`src/rtl/chimera_cluster_iso_ctrl.sv`:
```
// Cluster isolation controller: APB-programmed drain/gate/ungate sequencing per cluster domain.
// Define CHIMERA_ISO_TIMEOUT_EN to add the drain/release timeout counter with ERR/irq reporting.
module chimera_cluster_iso_ctrl #(
    parameter int unsigned NumClusters  = 5,
    parameter int unsigned SettleCycles = 4,
    parameter int unsigned TimeoutWidth = 16
) (
    input  logic                   clk_i,
    input  logic                   rst_i,
    input  logic                   psel_i,
    input  logic                   penable_i,
    input  logic                   pwrite_i,
    input  logic [11:0]            paddr_i,
    input  logic [31:0]            pwdata_i,
    input  logic [3:0]             pstrb_i,
    output logic [31:0]            prdata_o,
    output logic                   pready_o,
    output logic                   pslverr_o,
    output logic [NumClusters-1:0] iso_req_o,
    input  logic [NumClusters-1:0] iso_ack_i,
    output logic [NumClusters-1:0] clk_en_o,
    output logic                   busy_o,
    output logic                   irq_o
);

    localparam logic [2:0] ST_ACTIVE   = 3'd0;
    localparam logic [2:0] ST_DRAIN    = 3'd1;
    localparam logic [2:0] ST_GATE     = 3'd2;
    localparam logic [2:0] ST_ISOLATED = 3'd3;
    localparam logic [2:0] ST_UNGATE   = 3'd4;
    localparam logic [2:0] ST_RELEASE  = 3'd5;

    localparam logic [11:0] ADDR_TARGET  = 12'h000;
    localparam logic [11:0] ADDR_STATUS  = 12'h004;
    localparam logic [11:0] ADDR_ERR     = 12'h008;
    localparam logic [11:0] ADDR_TIMEOUT = 12'h00C;

    localparam logic [7:0] SETTLE = 8'(SettleCycles);

    logic [2:0]             r_state   [NumClusters];
    logic [2:0]             w_state_d [NumClusters];
    logic [7:0]             r_cnt     [NumClusters];
    logic [7:0]             w_cnt_d   [NumClusters];
    logic [NumClusters-1:0] r_target;
    logic [NumClusters-1:0] w_iso;
    logic [NumClusters-1:0] w_trans;
    logic [NumClusters-1:0] w_err;
    logic [NumClusters-1:0] w_err_set;
    logic [NumClusters-1:0] w_tmo_hit;

    logic        w_access;
    logic        w_write;
    logic        w_mapped;
    logic        w_we_target;
    logic [31:0] w_wmask;
    logic [31:0] w_rdata;

    // Reset also blanks the APB response so a stray access during reset reads nothing.
    assign w_access    = psel_i & penable_i & ~rst_i;
    assign w_write     = w_access & pwrite_i & w_mapped;
    assign w_wmask     = {{8{pstrb_i[3]}}, {8{pstrb_i[2]}}, {8{pstrb_i[1]}}, {8{pstrb_i[0]}}};
    assign w_we_target = w_write & (paddr_i == ADDR_TARGET);

    always_ff @(posedge clk_i) begin
        if (rst_i) begin
            r_target <= '0;
        end else if (w_we_target) begin
            r_target <= (r_target & ~w_wmask[NumClusters-1:0]) |
                        (pwdata_i[NumClusters-1:0] & w_wmask[NumClusters-1:0]);
        end
    end

    always_comb begin
        w_err_set = '0;
        for (int i = 0; i < NumClusters; i++) begin
            w_state_d[i] = r_state[i];
            w_cnt_d[i]   = r_cnt[i];
            case (r_state[i])
                ST_ACTIVE: begin
                    if (r_target[i]) w_state_d[i] = ST_DRAIN;
                end
                ST_DRAIN: begin
                    if (iso_ack_i[i]) begin
                        w_state_d[i] = ST_GATE;
                        w_cnt_d[i]   = SETTLE;
                    end else if (w_tmo_hit[i]) begin
                        w_state_d[i] = ST_RELEASE;
                        w_err_set[i] = 1'b1;
                    end else if (!r_target[i]) begin
                        w_state_d[i] = ST_RELEASE;
                    end
                end
                ST_GATE: begin
                    w_cnt_d[i] = r_cnt[i] - 8'd1;
                    if (w_cnt_d[i] == 8'd0) w_state_d[i] = ST_ISOLATED;
                end
                ST_ISOLATED: begin
                    if (!r_target[i]) begin
                        w_state_d[i] = ST_UNGATE;
                        w_cnt_d[i]   = SETTLE;
                    end
                end
                ST_UNGATE: begin
                    w_cnt_d[i] = r_cnt[i] - 8'd1;
                    if (w_cnt_d[i] == 8'd0) w_state_d[i] = ST_RELEASE;
                end
                ST_RELEASE: begin
                    if (!iso_ack_i[i]) begin
                        w_state_d[i] = ST_ACTIVE;
                    end else if (w_tmo_hit[i]) begin
                        w_state_d[i] = ST_ACTIVE;
                        w_err_set[i] = 1'b1;
                    end
                end
                default: w_state_d[i] = ST_ACTIVE;
            endcase
        end
    end

    always_ff @(posedge clk_i) begin
        for (int i = 0; i < NumClusters; i++) begin
            if (rst_i) begin
                r_state[i] <= ST_ACTIVE;
                r_cnt[i]   <= '0;
            end else begin
                r_state[i] <= w_state_d[i];
                r_cnt[i]   <= w_cnt_d[i];
            end
        end
    end

    always_comb begin
        w_iso     = '0;
        w_trans   = '0;
        iso_req_o = '0;
        clk_en_o  = '0;
        for (int i = 0; i < NumClusters; i++) begin
            w_iso[i]     = (r_state[i] == ST_ISOLATED);
            w_trans[i]   = (r_state[i] != ST_ACTIVE) && (r_state[i] != ST_ISOLATED);
            iso_req_o[i] = (r_state[i] != ST_ACTIVE) && (r_state[i] != ST_RELEASE);
            clk_en_o[i]  = (r_state[i] != ST_GATE) && (r_state[i] != ST_ISOLATED);
        end
    end

`ifdef CHIMERA_ISO_TIMEOUT_EN
    logic [TimeoutWidth-1:0] r_timeout;
    logic [TimeoutWidth-1:0] r_tmo [NumClusters];
    logic [NumClusters-1:0]  r_err;
    logic [NumClusters-1:0]  w_err_clr;
    logic                    w_we_err;
    logic                    w_we_tmo;
    logic                    w_unused;

    assign w_we_err  = w_write & (paddr_i == ADDR_ERR);
    assign w_we_tmo  = w_write & (paddr_i == ADDR_TIMEOUT);
    assign w_err_clr = w_we_err ? (pwdata_i[NumClusters-1:0] & w_wmask[NumClusters-1:0]) : '0;
    assign w_err     = r_err;
    assign w_unused  = ^{pwdata_i, w_wmask};

    always_comb begin
        w_tmo_hit = '0;
        for (int i = 0; i < NumClusters; i++) begin
            w_tmo_hit[i] = ((r_state[i] == ST_DRAIN) || (r_state[i] == ST_RELEASE)) &&
                           ((r_tmo[i] + TimeoutWidth'(1)) >= r_timeout);
        end
    end

    // Counter restarts on every entry to DRAIN/RELEASE; a timeout set beats a same-cycle W1C.
    always_ff @(posedge clk_i) begin
        if (rst_i) begin
            r_timeout <= '1;
            r_err     <= '0;
            for (int i = 0; i < NumClusters; i++) r_tmo[i] <= '0;
        end else begin
            if (w_we_tmo) begin
                r_timeout <= (r_timeout & ~w_wmask[TimeoutWidth-1:0]) |
                             (pwdata_i[TimeoutWidth-1:0] & w_wmask[TimeoutWidth-1:0]);
            end
            r_err <= (r_err & ~w_err_clr) | w_err_set;
            for (int i = 0; i < NumClusters; i++) begin
                if ((w_state_d[i] == r_state[i]) &&
                    ((r_state[i] == ST_DRAIN) || (r_state[i] == ST_RELEASE))) begin
                    r_tmo[i] <= r_tmo[i] + TimeoutWidth'(1);
                end else begin
                    r_tmo[i] <= '0;
                end
            end
        end
    end
`else
    logic w_unused;

    assign w_tmo_hit = '0;
    assign w_err     = '0;
    assign w_unused  = ^{pwdata_i, w_wmask, w_err_set};
`endif

    always_comb begin
        w_rdata  = '0;
        w_mapped = 1'b1;
        case (paddr_i)
            ADDR_TARGET: w_rdata[NumClusters-1:0] = r_target;
            ADDR_STATUS: begin
                w_rdata[NumClusters-1:0]  = w_iso;
                w_rdata[16 +: NumClusters] = w_trans;
            end
            ADDR_ERR:    w_rdata[NumClusters-1:0] = w_err;
`ifdef CHIMERA_ISO_TIMEOUT_EN
            ADDR_TIMEOUT: w_rdata[TimeoutWidth-1:0] = r_timeout;
`endif
            default:     w_mapped = 1'b0;
        endcase
    end

    assign prdata_o  = w_access ? w_rdata : '0;
    assign pslverr_o = w_access & ~w_mapped;
    assign pready_o  = 1'b1;
    assign busy_o    = |w_trans;
    assign irq_o     = |w_err;

endmodule

```
`config.mk`:
```
export PLATFORM = sky130hd
export DESIGN_NAME = chimera_cluster_iso_ctrl
export DESIGN_NICKNAME = d
export VERILOG_FILES = /design/src/rtl/chimera_cluster_iso_ctrl.sv
export SDC_FILE = /design/constraint.sdc
export NUM_CORES = 1
export LEC_CHECK = 0
export BUFFER_PORTS_ARGS = -buffer_cell sky130_fd_sc_hd__buf_2
export CELL_PAD_IN_SITES_DETAIL_PLACEMENT = 1
export CELL_PAD_IN_SITES_GLOBAL_PLACEMENT = 1
export CORE_ASPECT_RATIO = 2
export CORE_UTILIZATION = 39
export DETAILED_ROUTE_END_ITERATION = 6
export PLACE_DENSITY_LB_ADDON = 0.2
export SYNTH_ARGS = -nofsm -noshare
export SYNTH_HDL_FRONTEND = slang
export SYNTH_SLANG_ARGS = --single-unit
```
`constraint.sdc`:
```
create_clock -name clk_i -period 2.71 [get_ports clk_i]
set_input_delay 0.4065 -clock clk_i [delete_from_list [all_inputs] [get_ports clk_i]]
set_output_delay 0.4065 -clock clk_i [all_outputs]
set_load 0.05 [all_outputs]
```
### After elaboration in Yosys (flattened, before gate mapping)

Memories as Yosys holds them, arrays and structs flattened.
Index checks and enable logic that the tools add are counted.
W data, S select, Z words.

* flip-flop bits (word level): 5
* bits of input ports: 58
* word-level logic and storage cells: 182
* bits in writable memories: 55
* memories kept: 2
* output and inout port bits: 46

Memories
* r_cnt: words 5, bits a word 8, read ports 5, clocked after memory_dff 0, wr ports 5, line 42 `logic [7:0] r_cnt [NumClusters];`
* r_state: words 5, bits a word 3, read ports 5, clocked after memory_dff 0, wr ports 5, line 40 `logic [2:0] r_state [NumClusters];`

* eq/ne operators: 42
* reduce and logical (&&, ||, !) cells: 38
* add/subtract/negate cells: 5
* multiplexer cells: 72
* bitwise operators: 22

Operator list (number)
* $mux W3: 40
* $mux W8: 15
* $pmux W8 S3: 5
* $pmux W3 S6: 5
* $logic_not A8 Y1: 5
* $sub A8 B1 Y8 const B: 5
* $eq A3 B2 Y1 const B: 10
* $eq A3 B3 Y1 const B: 10
* $ne A3 B2 Y1 const B: 10
* $mux W21: 1
* $eq A3 B1 Y1 const B: 5
* $logic_and A1 B1 Y1: 15
* $logic_not A3 Y1: 5
* $ne A3 B3 Y1 const B: 5
* $reduce_bool A3 Y1: 5
* $eq A12 B3 Y1 const B: 1
* $eq A12 B4 Y1 const B: 1
* $logic_not A12 Y1: 1
* $and A5 B5 Y5: 2
* $or A1 B1 Y1: 10
* $pmux W5 S2: 1
* $reduce_or A2 Y1: 5
* $and A1 B1 Y1: 6
* $mux W5: 1
* other kinds (6): 10

### Longest topological paths before layout

Gate-level depths: netlist of the first run.
An unclocked memory read counts as a cell.

* word-level depth: 6
* gate-level depth with buffers: 9
* depth with buffers taken out: 7

### Worst setup path after synthesis of the first run

OpenSTA, ideal clock, no wires.

* kind: input to output
* from: input port paddr_i[9]
* to: output port prdata_o[16]
* required time: 2304 ps
* buffers on the path: 0
* arrival time: 1786 ps
* cell stages on the path: 5
* slack: 517 ps
* cells stage by stage: nor4_1 nand4_1 inv_1 nand2_1 nor2_1

* cells in the longest elaborated chain, start to end: 3

RTL lines
* start: declaration: line 13 `input logic [11:0] paddr_i,`
* $eq A12 B3 Y1: line 201 `case (paddr_i)`
* $mux W5: line 201
* $mux W21: line 215 `assign prdata_o = w_access ? w_rdata : '0;`
* end: declaration: line 16 `output logic [31:0] prdata_o,`

No other way between the ends.

### Worst setup path in the final report of the first run

* from: input port rst_i
* to: output port pslverr_o

* cells in the longest elaborated chain, start to end: 3

RTL lines
* start: declaration: line 9 `input logic rst_i,`
* $not A1 Y1: line 59 `assign w_access = psel_i & penable_i & ~rst_i;`
* $and A1 B1 Y1: line 59
* $and A1 B1 Y1: line 216 `assign pslverr_o = w_access & ~w_mapped;`
* end: declaration: line 18 `output logic pslverr_o,`

No other way between the ends.

==> impl_metrics.json, run 1 <==
{
  "slew_viol_final": 0,
  "fin_crit_sh": 0.928,
  "core_sq_um": 10500,
  "ys_seq_area_frac": 0.287,
  "synth-seq-cells": 60,
  "fin_skew_ns": 0.00585,
  "status": "finished, final reports clean",
  "synth_cell_types": 67,
  "dp.final_hpwl_microns": 8520,
  "multiInputGateArea_sq_um": 2640,
  "p_per_area_nw_per_um2": 770,
  "die_w_microns": 75.3,
  "cts_resized": 0,
  "numCtsBuffers": 9,
  "gp_congestion": 0.808,
  "grt_pass1_wl_microns": 19100,
  "synthArstFlopShare": 0,
  "synth_edf_count": 0,
  "max_freq_ghz": 0.398,
  "endpoint_kind": "primary output",
  "n_antenna_cell": 0,
  "syn_area_per_cell_sq_um": 7.55,
  "holdBufCountCts": 0,
  "whs_ns": 0.316,
  "pre_cts_ws_ns": 0.128,
  "crit_type": "in2out",
  "setup_viol": 0,
  "syn2layout_area_growth_pct": 12.3,
  "antenna_found_initial": 0,
  "n_fill_cell": 1383,
  "drt_iter0_markers": 170,
  "cp_cell_sequence": "buf_2 > buf_4 > clkinv_1 > and4_1 > buf_2",
  "regArea_sq_um": 1200,
  "clock_sinks": 60,
  "grt_overflow_total": 0,
  "synth_area_leader_cell": "dfxtp_1",
  "cts_tree": "built",
  "post-route-drc-count": 0,
  "synthCells": 554,
  "grt.total_usage": 0.221,
  "crit_top_cell": "buf_2",
  "vias_per_cell": 5.61,
  "root_buffer": "clkbuf_16",
  "initial_core_util": 0.399,
  "layout-drive-gt1-share": 0.158,
  "worst_path_max_delay_cell": "buf_4",
  "final_nets": 658,
  "postCtsSetupBuffers": 0,
  "setup_ws_ns": 0.195,
  "fin_setup_tns_ns": 0,
  "htreeDepth": 3,
  "wl_per_cell_microns": 15.9,
  "synth_area_leaders": "dfxtp_1 29%, nor2_1 6.9%, a21oi_1 6.5%, buf_4 5.0%, o21ai_0 3.1%",
  "static-leakage-power_uw": 0.00184,
  "ys_warn_count": 0,
  "firstDrtPassIters": 4,
  "slowest_delay_ns": 0.53,
  "min_path_type": "in2reg",
  "syn_area_sq_um": 4190,
  "clk_path_buf_depth": 2,
  "required_ns": 2.30,
  "critPathLaunchType": "primary input",
  "ir_drop_mv": 0.543,
  "cpLargestDelayFamily": "buffers and inverters",
  "critPathBufInv": 4,
  "cp_max_fo": 59,
  "synth_commonest_cells": "77 x nor2_1, 60 x dfxtp_1, 54 x a21oi_1, 32 x nand2_1, 28 x buf_4",
  "port_buffers": 49,
  "clock_latency_ns": 0.33,
  "wl_microns": 11600,
  "io_pins": 104,
  "clk_pin_slew_ns": 0.05,
  "grt_start_max_net_pins": 60,
  "layout_min_cycle_time_ns": 2.51,
  "ant_nets": 0,
  "vias": 4106,
  "die_area_sq_um": 11200,
  "std_cell_rows": 53,
  "hold_viol_final": 0,
  "max-slew-margin-rel": 0.494,
  "arrival_ns": 2.11,
  "die_h_microns": 149,
  "grt_pass1_vias": 4176,
  "synthFlopType": "dfxtp_1",
  "worst_pin_slew_ns": 0.749,
  "rsz0062_at_grt": "no",
  "synth.top_cell.area_share": 0.287,
  "yosysMostFrequentCell": "nor2_1",
  "max_cap_viol_count": 0
}
[state kept, by name (all words and copies together) (netlist names), named ones only]
name / cells
r_state: 15
r_cnt: 40
[power by group]
group | leakage, uW | switching, uW | internal, uW
Sequential | 0.000485 | 168 | 986
Clock | 0.000144 | 410 | 688
Combinational | 0.00121 | 869 | 499
Total | 0.00184 | 1450 | 2170
[logic make-up after synthesis]
logic type	count (synthesis)	share of synthesized area
mux	6	0.0146
simple gates	230	0.294
other cells	2	0.00179
flops	60	0.287
compound gates	148	0.232
xor+xnor	18	0.0377
buf+inv	80	0.103
fa+ha+maj	10	0.0299
[final cells by class]
type	instances	share of cell area
clock buffer	12	0.0567
clock inverter	4	0.00479
inverter	26	0.0208
multi-input combinational	436	0.561
sequential	60	0.256
tap	137	0.0365
timing repair buffer	57	0.0650
[per-layer routing]
metal | part of all wire | wire length (microns) | track usage | up-vias
li1 | - | - | - | 2012
met1 | 0.40 | 4690 | 0.232 | 2005
met2 | 0.55 | 6360 | 0.405 | 68
met3 | 0.027 | 309 | 0.0427 | 21
met4 | 0.023 | 272 | 0.101 | 0
met5 | 0 | 0 | 0 | -
[worst min-delay path, cell delays in order]
cell and delay, ns:
buf_2 0.08, mux2i_1 0.06, nor2_1 0.07
[cells in the final DEF (no fill, tap or decap), types with 3 or more instances in the layout]
| master | netlist | routed |
|---|---|---|
| xor2_1 | 9 | 9 |
| nor3_1 | 10 | 10 |
| dfxtp_1 | 60 | 60 |
| nand2b_1 | 8 | 8 |
| ha_1 | 10 | 10 |
| a211oi_1 | 10 | 10 |
| nor2_1 | 77 | 77 |
| and2b_2 | 3 | 3 |
| a31oi_1 | 8 | 8 |
| nor3b_1 | 3 | 3 |
| nand4_1 | 7 | 7 |
| and2_1 | 8 | 8 |
| clkbuf_8 | 0 | 3 |
| nor4_1 | 7 | 7 |
| a41o_1 | 3 | 3 |
| a21oi_1 | 54 | 54 |
| buf_2 | 2 | 49 |
| clkbuf_16 | 0 | 9 |
| clkinv_2 | 0 | 3 |
| mux2i_1 | 5 | 5 |
| a32o_1 | 8 | 8 |
| buf_4 | 28 | 8 |
| nor4b_1 | 5 | 5 |
| nand2_1 | 32 | 32 |
| o21a_1 | 5 | 5 |
| nor2b_1 | 12 | 12 |
| xnor2_1 | 9 | 9 |
| nand3_1 | 14 | 14 |
| o31ai_1 | 5 | 5 |
| or4_1 | 3 | 3 |
| conb_1 | 2 | 24 |
| o21ai_0 | 26 | 26 |
| or3_2 | 3 | 3 |
| nand3b_1 | 11 | 11 |
| o31a_1 | 4 | 4 |
| or2_2 | 4 | 4 |
| inv_1 | 25 | 25 |
| o41ai_1 | 5 | 5 |
| or3_1 | 9 | 9 |
[metrics by stage]
step | power, uW | std cells | util | instance area [sq um]
2_1_floorplan | 2230 | 576 | - | 4270
3_3_place_gp | 2480 | 716 | 0.421 | 4410
3_5_place_dp | 2530 | 716 | 0.421 | 4410
4_1_cts | 3650 | 732 | 0.449 | 4700
5_1_grt | 3850 | 732 | 0.449 | 4700
6_report | 3620 | 732 | 0.449 | 4700
[final timing paths]
| check | startpoint | endpoint | slack (ns) | cells after the start |
|---|---|---|---|---|
| worst min-delay path | pwdata_i[4] | register | 0.32 | 3 |
| worst min register to register | r_cnt[4][7] | r_cnt[4][7] | 0.50 | 2 |
| worst max-delay path | rst_i | pslverr_o | 0.20 | 5 |
| worst max register to register | r_cnt[1][0] | r_state[1][0] | 0.29 | 7 |
Note: power is estimated with default switching activity, not from simulation.
==> run 2: changes to the inputs <==
--- a/config.mk
+++ b/config.mk
@@ -12,6 +12,7 @@
 export CORE_UTILIZATION = 39
 export DETAILED_ROUTE_END_ITERATION = 6
 export PLACE_DENSITY_LB_ADDON = 0.2
+export RECOVER_POWER = 100
 export SYNTH_ARGS = -nofsm -noshare
 export SYNTH_HDL_FRONTEND = slang
 export SYNTH_SLANG_ARGS = --single-unit
==> run 2 against run 1 <==
Against the previous run:
- critical path depth stayed put
- core utilization is 0.38 points lower
- largest power group unchanged
- first-iteration DRC count is 3.5% lower
- via count unchanged
- design area shrank 0.85%
- global-route usage is the same
- register-to-register slack lost 0.04 ns
- critical path type unchanged
- count of clock-buffer cells in the layout is the same
- highest routed layer unchanged
- clock skew grew 0.0012 ns
==> impl_metrics.json, run 2 (synthesis gave the netlist of run 1 again) <==
{
  "root_buffer": "clkbuf_16",
  "wl_microns": 11700,
  "timing.rr.start": "r_state[3][1]",
  "slew_viol_final": 0,
  "dp.final_hpwl_microns": 8520,
  "clock_sinks": 60,
  "wl_per_cell_microns": 15.9,
  "core_sq_um": 10500,
  "max_freq_ghz": 0.398,
  "fin_util": 0.445,
  "firstDrtPassIters": 6,
  "clock_latency_ns": 0.33,
  "grt_start_max_net_pins": 60,
  "final_nets": 658,
  "syn2layout_area_growth_pct": 11.3,
  "grt_pass1_wl_microns": 19100,
  "hold_viol_final": 0,
  "numCtsBuffers": 9,
  "r2r-end": "r_state[3][1]",
  "fin_crit_sh": 0.928,
  "p_per_area_nw_per_um2": 774,
  "die_h_microns": 149,
  "crit_type": "in2out",
  "grt.total_usage": 0.221,
  "max-slew-margin-rel": 0.511,
  "die_w_microns": 75.3,
  "cts_tree": "built",
  "clk_pin_slew_ns": 0.05,
  "grt_pass1_vias": 4176,
  "regMostFlops": "r_cnt",
  "reg2regPathDepth": 5,
  "max_cap_viol_count": 0,
  "n_antenna_cell": 0,
  "endpoint_kind": "primary output",
  "min_path_cells": 3,
  "mostFrequentLayoutCell": "nor2_1",
  "static-leakage-power_uw": 0.00177,
  "ant_nets": 0,
  "ir_drop_mv": 0.522,
  "std_cell_rows": 53,
  "io_pins": 104,
  "cts_resized": 0,
  "final_cells": 732,
  "worst_pin_slew_ns": 0.724,
  "holdBufCountCts": 0,
  "initial_core_util": 0.399,
  "largest_reg_flops": 40,
  "postCtsSetupBuffers": 0,
  "drt_iter0_markers": 164,
  "post-route-drc-count": 0,
  "hp-start": "pwdata_i[4]",
  "startpoint": "rst_i",
  "port_buffers": 49,
  "cp_max_fo": 59,
  "required_ns": 2.30,
  "critPathLaunchType": "primary input",
  "arrival_ns": 2.11,
  "layout-drive-gt1-share": 0.123,
  "clk_path_buf_depth": 2,
  "htreeDepth": 3,
  "top_regs": "r_cnt: 40 flops, r_state: 15 flops",
  "min_path_type": "in2reg",
  "vias": 4106,
  "grt_overflow_total": 0,
  "vias_per_cell": 5.61,
  "fin_skew_ns": 0.00703,
  "gp_congestion": 0.808,
  "status": "finished, final reports clean",
  "rsz0062_at_grt": "no",
  "antenna_found_initial": 0,
  "r2r_setup_slack_ns": 0.25,
  "layout_common_cells": "77 x nor2_1, 60 x dfxtp_1, 54 x a21oi_1",
  "fin_setup_tns_ns": 0,
  "layout_min_cycle_time_ns": 2.52,
  "setup_viol": 0,
  "place_inst": 716,
  "die_area_sq_um": 11200
}
run 2: layout make-up:
cell class | instances | area, sq um
Sequential cell | 60 | 1200
Inverter | 26 | 97.6
Fill cell | 1396 | 5820
Multi-Input combinational cell | 436 | 2620
Tap cell | 137 | 171
Timing Repair Buffer | 57 | 278
Clock buffer | 12 | 267
Clock inverter | 4 | 22.5
run 2: worst max path at each step:
stage	cells past startpoint	slack (ns)	end
finish	5	0.19	pslverr_o
floorplan	5	0.52	prdata_o[16]
detailed placement	5	0.13	pslverr_o
global placement	5	0.14	pslverr_o
global route	7	0.02	prdata_o[3]
CTS	5	0.12	pslverr_o
run 2: power breakdown:
| part | switching (uW) | internal, uW |
|---|---|---|
| registers | 168 | 986 |
| logic | 868 | 481 |
| clock network | 413 | 688 |
run 2: per-layer routing:
metal / track usage / vias up / wire [microns]
li1: - / 2017 / -
met1: 0.232 / 2011 / 4750
met2: 0.405 / 58 / 6380
met3: 0.0427 / 20 / 254
met4: 0.101 / 0 / 270
met5: 0 / - / 0
run 2: critical path, stage by stage:
cell and delay (ns):
buf_2 0.09, buf_4 0.53, clkinv_1 0.51, and4_1 0.35, buf_2 0.21
run 2: stage by stage:
stage | hold WS [ns] | setup slack (ns) | power [uW] | area [sq um]
6_report | 0.320 | 0.195 | 3600 | 4660
3_3_place_gp | 0.468 | 0.141 | 2480 | 4410
3_5_place_dp | 0.491 | 0.128 | 2530 | 4410
5_1_grt | 0.327 | 0.0204 | 3830 | 4660
2_1_floorplan | 0.457 | 0.517 | 2230 | 4270
4_1_cts | 0.316 | 0.123 | 3650 | 4700
==> run 3: changes to the inputs <==
--- a/config.mk
+++ b/config.mk
@@ -5,11 +5,12 @@
 export SDC_FILE = /design/constraint.sdc
 export NUM_CORES = 1
 export LEC_CHECK = 0
+export ABC_AREA = 1
 export BUFFER_PORTS_ARGS = -buffer_cell sky130_fd_sc_hd__buf_2
 export CELL_PAD_IN_SITES_DETAIL_PLACEMENT = 1
 export CELL_PAD_IN_SITES_GLOBAL_PLACEMENT = 1
 export CORE_ASPECT_RATIO = 2
-export CORE_UTILIZATION = 39
+export CORE_UTILIZATION = 37
 export DETAILED_ROUTE_END_ITERATION = 6
 export PLACE_DENSITY_LB_ADDON = 0.2
 export RECOVER_POWER = 100
==> run 3 against run 2 <==
Against the previous run:
- routed wire length increased by 2.1%
- count of clock-buffer cells in the layout is 1 higher
- maximum frequency grew 1.5%
- non-clock buffer count is 6 lower
- critical endpoint is now prdata_o[16]
- largest power group unchanged
==> impl_metrics.json, run 3 <==
{
  "synth_area_leaders": "dfxtp_1 30%, nand2_1 14%, nor2_1 10%, inv_1 6.9%, a21oi_1 6.9%",
  "synth.top_cell.area_share": 0.296,
  "post-route-drc-count": 0,
  "critPathLaunchType": "primary input",
  "largest_reg_flops": 40,
  "cp_max_fo": 10,
  "cts_resized": 0,
  "dp.final_hpwl_microns": 9430,
  "fin_util": 0.428,
  "wl_microns": 11900,
  "htreeDepth": 3,
  "die_w_microns": 76.0,
  "rsz0062_at_grt": "no",
  "holdBufCountCts": 0,
  "synth_edf_count": 0,
  "numCtsBuffers": 9,
  "n_fill_cell": 1503,
  "synth_area_leader_cell": "dfxtp_1",
  "antenna_found_initial": 0,
  "endpoint_kind": "primary output",
  "grt_start_max_net_pins": 37,
  "core_sq_um": 10600,
  "crit_type": "in2out",
  "mostFrequentLayoutCell": "nand2_1",
  "p_int_uw": 3320,
  "syn2layout_area_growth_pct": 12.1,
  "vias_per_cell": 5.08,
  "final_cells": 844,
  "p_sw_frac": 0.542,
  "die_area_sq_um": 11400,
  "port_buffers": 49,
  "max-slew-margin-rel": 0.234,
  "switching_power_uw": 3930,
  "layout_common_cells": "158 x nand2_1, 111 x nor2_1, 77 x inv_1",
  "wl_per_cell_microns": 14.1,
  "synthArstFlopShare": 0,
  "min_path_type": "in2reg",
  "worst_pin_slew_ns": 1.14,
  "top_regs": "r_cnt: 40 flops, r_state: 15 flops",
  "drt_iter0_markers": 92,
  "regMostFlops": "r_cnt",
  "regArea_sq_um": 1200,
  "grt.total_usage": 0.214,
  "clock_sinks": 60,
  "clk_path_buf_depth": 2,
  "grt_overflow_total": 0,
  "synthFlopType": "dfxtp_1",
  "static-leakage-power_uw": 0.00210,
  "final_nets": 771,
  "ir_drop_mv": 0.766,
  "max_cap_viol_count": 0,
  "p_per_area_nw_per_um2": 1600,
  "layout_min_cycle_time_ns": 2.48,
  "hold_viol_final": 0,
  "p_seq_frac": 0.225,
  "ys_warn_count": 0,
  "slew_viol_final": 0,
  "fin_area_sq_um": 4540,
  "grt_pass1_vias": 4537,
  "multiInputGateArea_sq_um": 2350,
  "clk_pin_slew_ns": 0.05,
  "yosysMostFrequentCell": "nand2_1",
  "pwr-share-clk": 0.143,
  "reg2regPathDepth": 8,
  "n_antenna_cell": 0,
  "fin_crit_sh": 0.914,
  "vias": 4289,
  "ys_seq_area_frac": 0.296,
  "clock_latency_ns": 0.32,
  "layout-drive-gt1-share": 0.102,
  "root_buffer": "clkbuf_16",
  "max_freq_ghz": 0.404,
  "place_area_sq_um": 4360,
  "syn_area_sq_um": 4050,
  "ant_nets": 0,
  "min_path_cells": 3,
  "synth-seq-cells": 60,
  "place_inst": 829,
  "setup_viol": 0,
  "fin_skew_ns": 0.00339,
  "std_cell_rows": 53,
  "synth_cell_types": 39,
  "syn_area_per_cell_sq_um": 6.24,
  "synthCells": 649,
  "grt_pass1_wl_microns": 19700,
  "fin_setup_tns_ns": 0,
  "gp_congestion": 0.826,
  "arrival_ns": 2.07,
  "cts_tree": "built",
  "die_h_microns": 150,
  "required_ns": 2.30,
  "io_pins": 104,
  "synth_commonest_cells": "151 x nand2_1, 108 x nor2_1, 75 x inv_1, 60 x dfxtp_1, 56 x a21oi_1",
  "firstDrtPassIters": 4,
  "postCtsSetupBuffers": 0,
  "status": "finished, final reports clean",
  "initial_core_util": 0.382,
  "power.share.combinational": 0.631
}
## run 3: cell types whose count changed in the layout (fill, tap and decap cells not counted), sizes merged, moves of 12 or more
cell   delta
nand2   +129
nor2b    -12
inv      +54
nor2     +44
or3      -12
nand3    +36
## run 3: path summary, 6_finish.rpt
| path | end | slack (ns) | startpoint |
|---|---|---|---|
| max | prdata_o[16] | 0.23 | paddr_i[11] |
| min | register | 0.37 | pwdata_i[4] |
| max reg2reg | r_cnt[2][4] | 0.45 | r_state[2][2] |
| min reg2reg | r_cnt[3][7] | 0.47 | r_cnt[3][7] |
## run 3: logic make-up after synthesis
logic type	Yosys count	synth area share
other	2	0.00185
XOR/XNOR	7	0.0151
AO/OA/AOI/OAI	106	0.156
buffers and inverters	112	0.127
adder cells (fa/ha/maj)	10	0.0309
flip-flops	60	0.296
AND/OR/NAND/NOR	352	0.373
## run 3: critical path: stages
cell and delay [ns]:
buf_2 0.09, nor2_1 0.10, nand2_1 0.06, nor2_1 0.24
nand3_1 0.43, nor2_1 0.22, clkbuf_1 0.51
## run 3: cell type report
type,instances,area share
clock buffer,13,0.0573
clock inverter,2,0.00220
inverter,82,0.0677
multi-input combinational,499,0.517
sequential,60,0.264
tap,137,0.0377
timing repair buffer,51,0.0534
## run 3: power groups by stage
stage | Clock, uW | Sequential (uW) | Combinational [uW]
3_3_place_gp | 0 | 1620 | 4540
4_1_cts | 1070 | 1640 | 4760
6_report | 1040 | 1630 | 4580
2_1_floorplan | 0 | 1550 | 3740
3_5_place_dp | 0 | 1660 | 4730
5_1_grt | 1100 | 1690 | 5190
## run 3: metrics by stage
stage	hold WS, ns	total power (uW)	setup slack (ns)
final	0.365	7250	0.232
after global routing	0.400	7980	0.126
after CTS	0.361	7480	0.293
after detailed placement	0.470	6390	0.296
after global placement	0.460	6160	0.366
after floorplan	0.450	5290	0.440
## run 3: layer usage
metal,track usage,vias up,part of all wire
met3,0.0293,21,0.018
met5,0,-,0
li1,-,2153,-
met4,0.105,0,0.023
met2,0.462,51,0.60
met1,0.184,2064,0.36
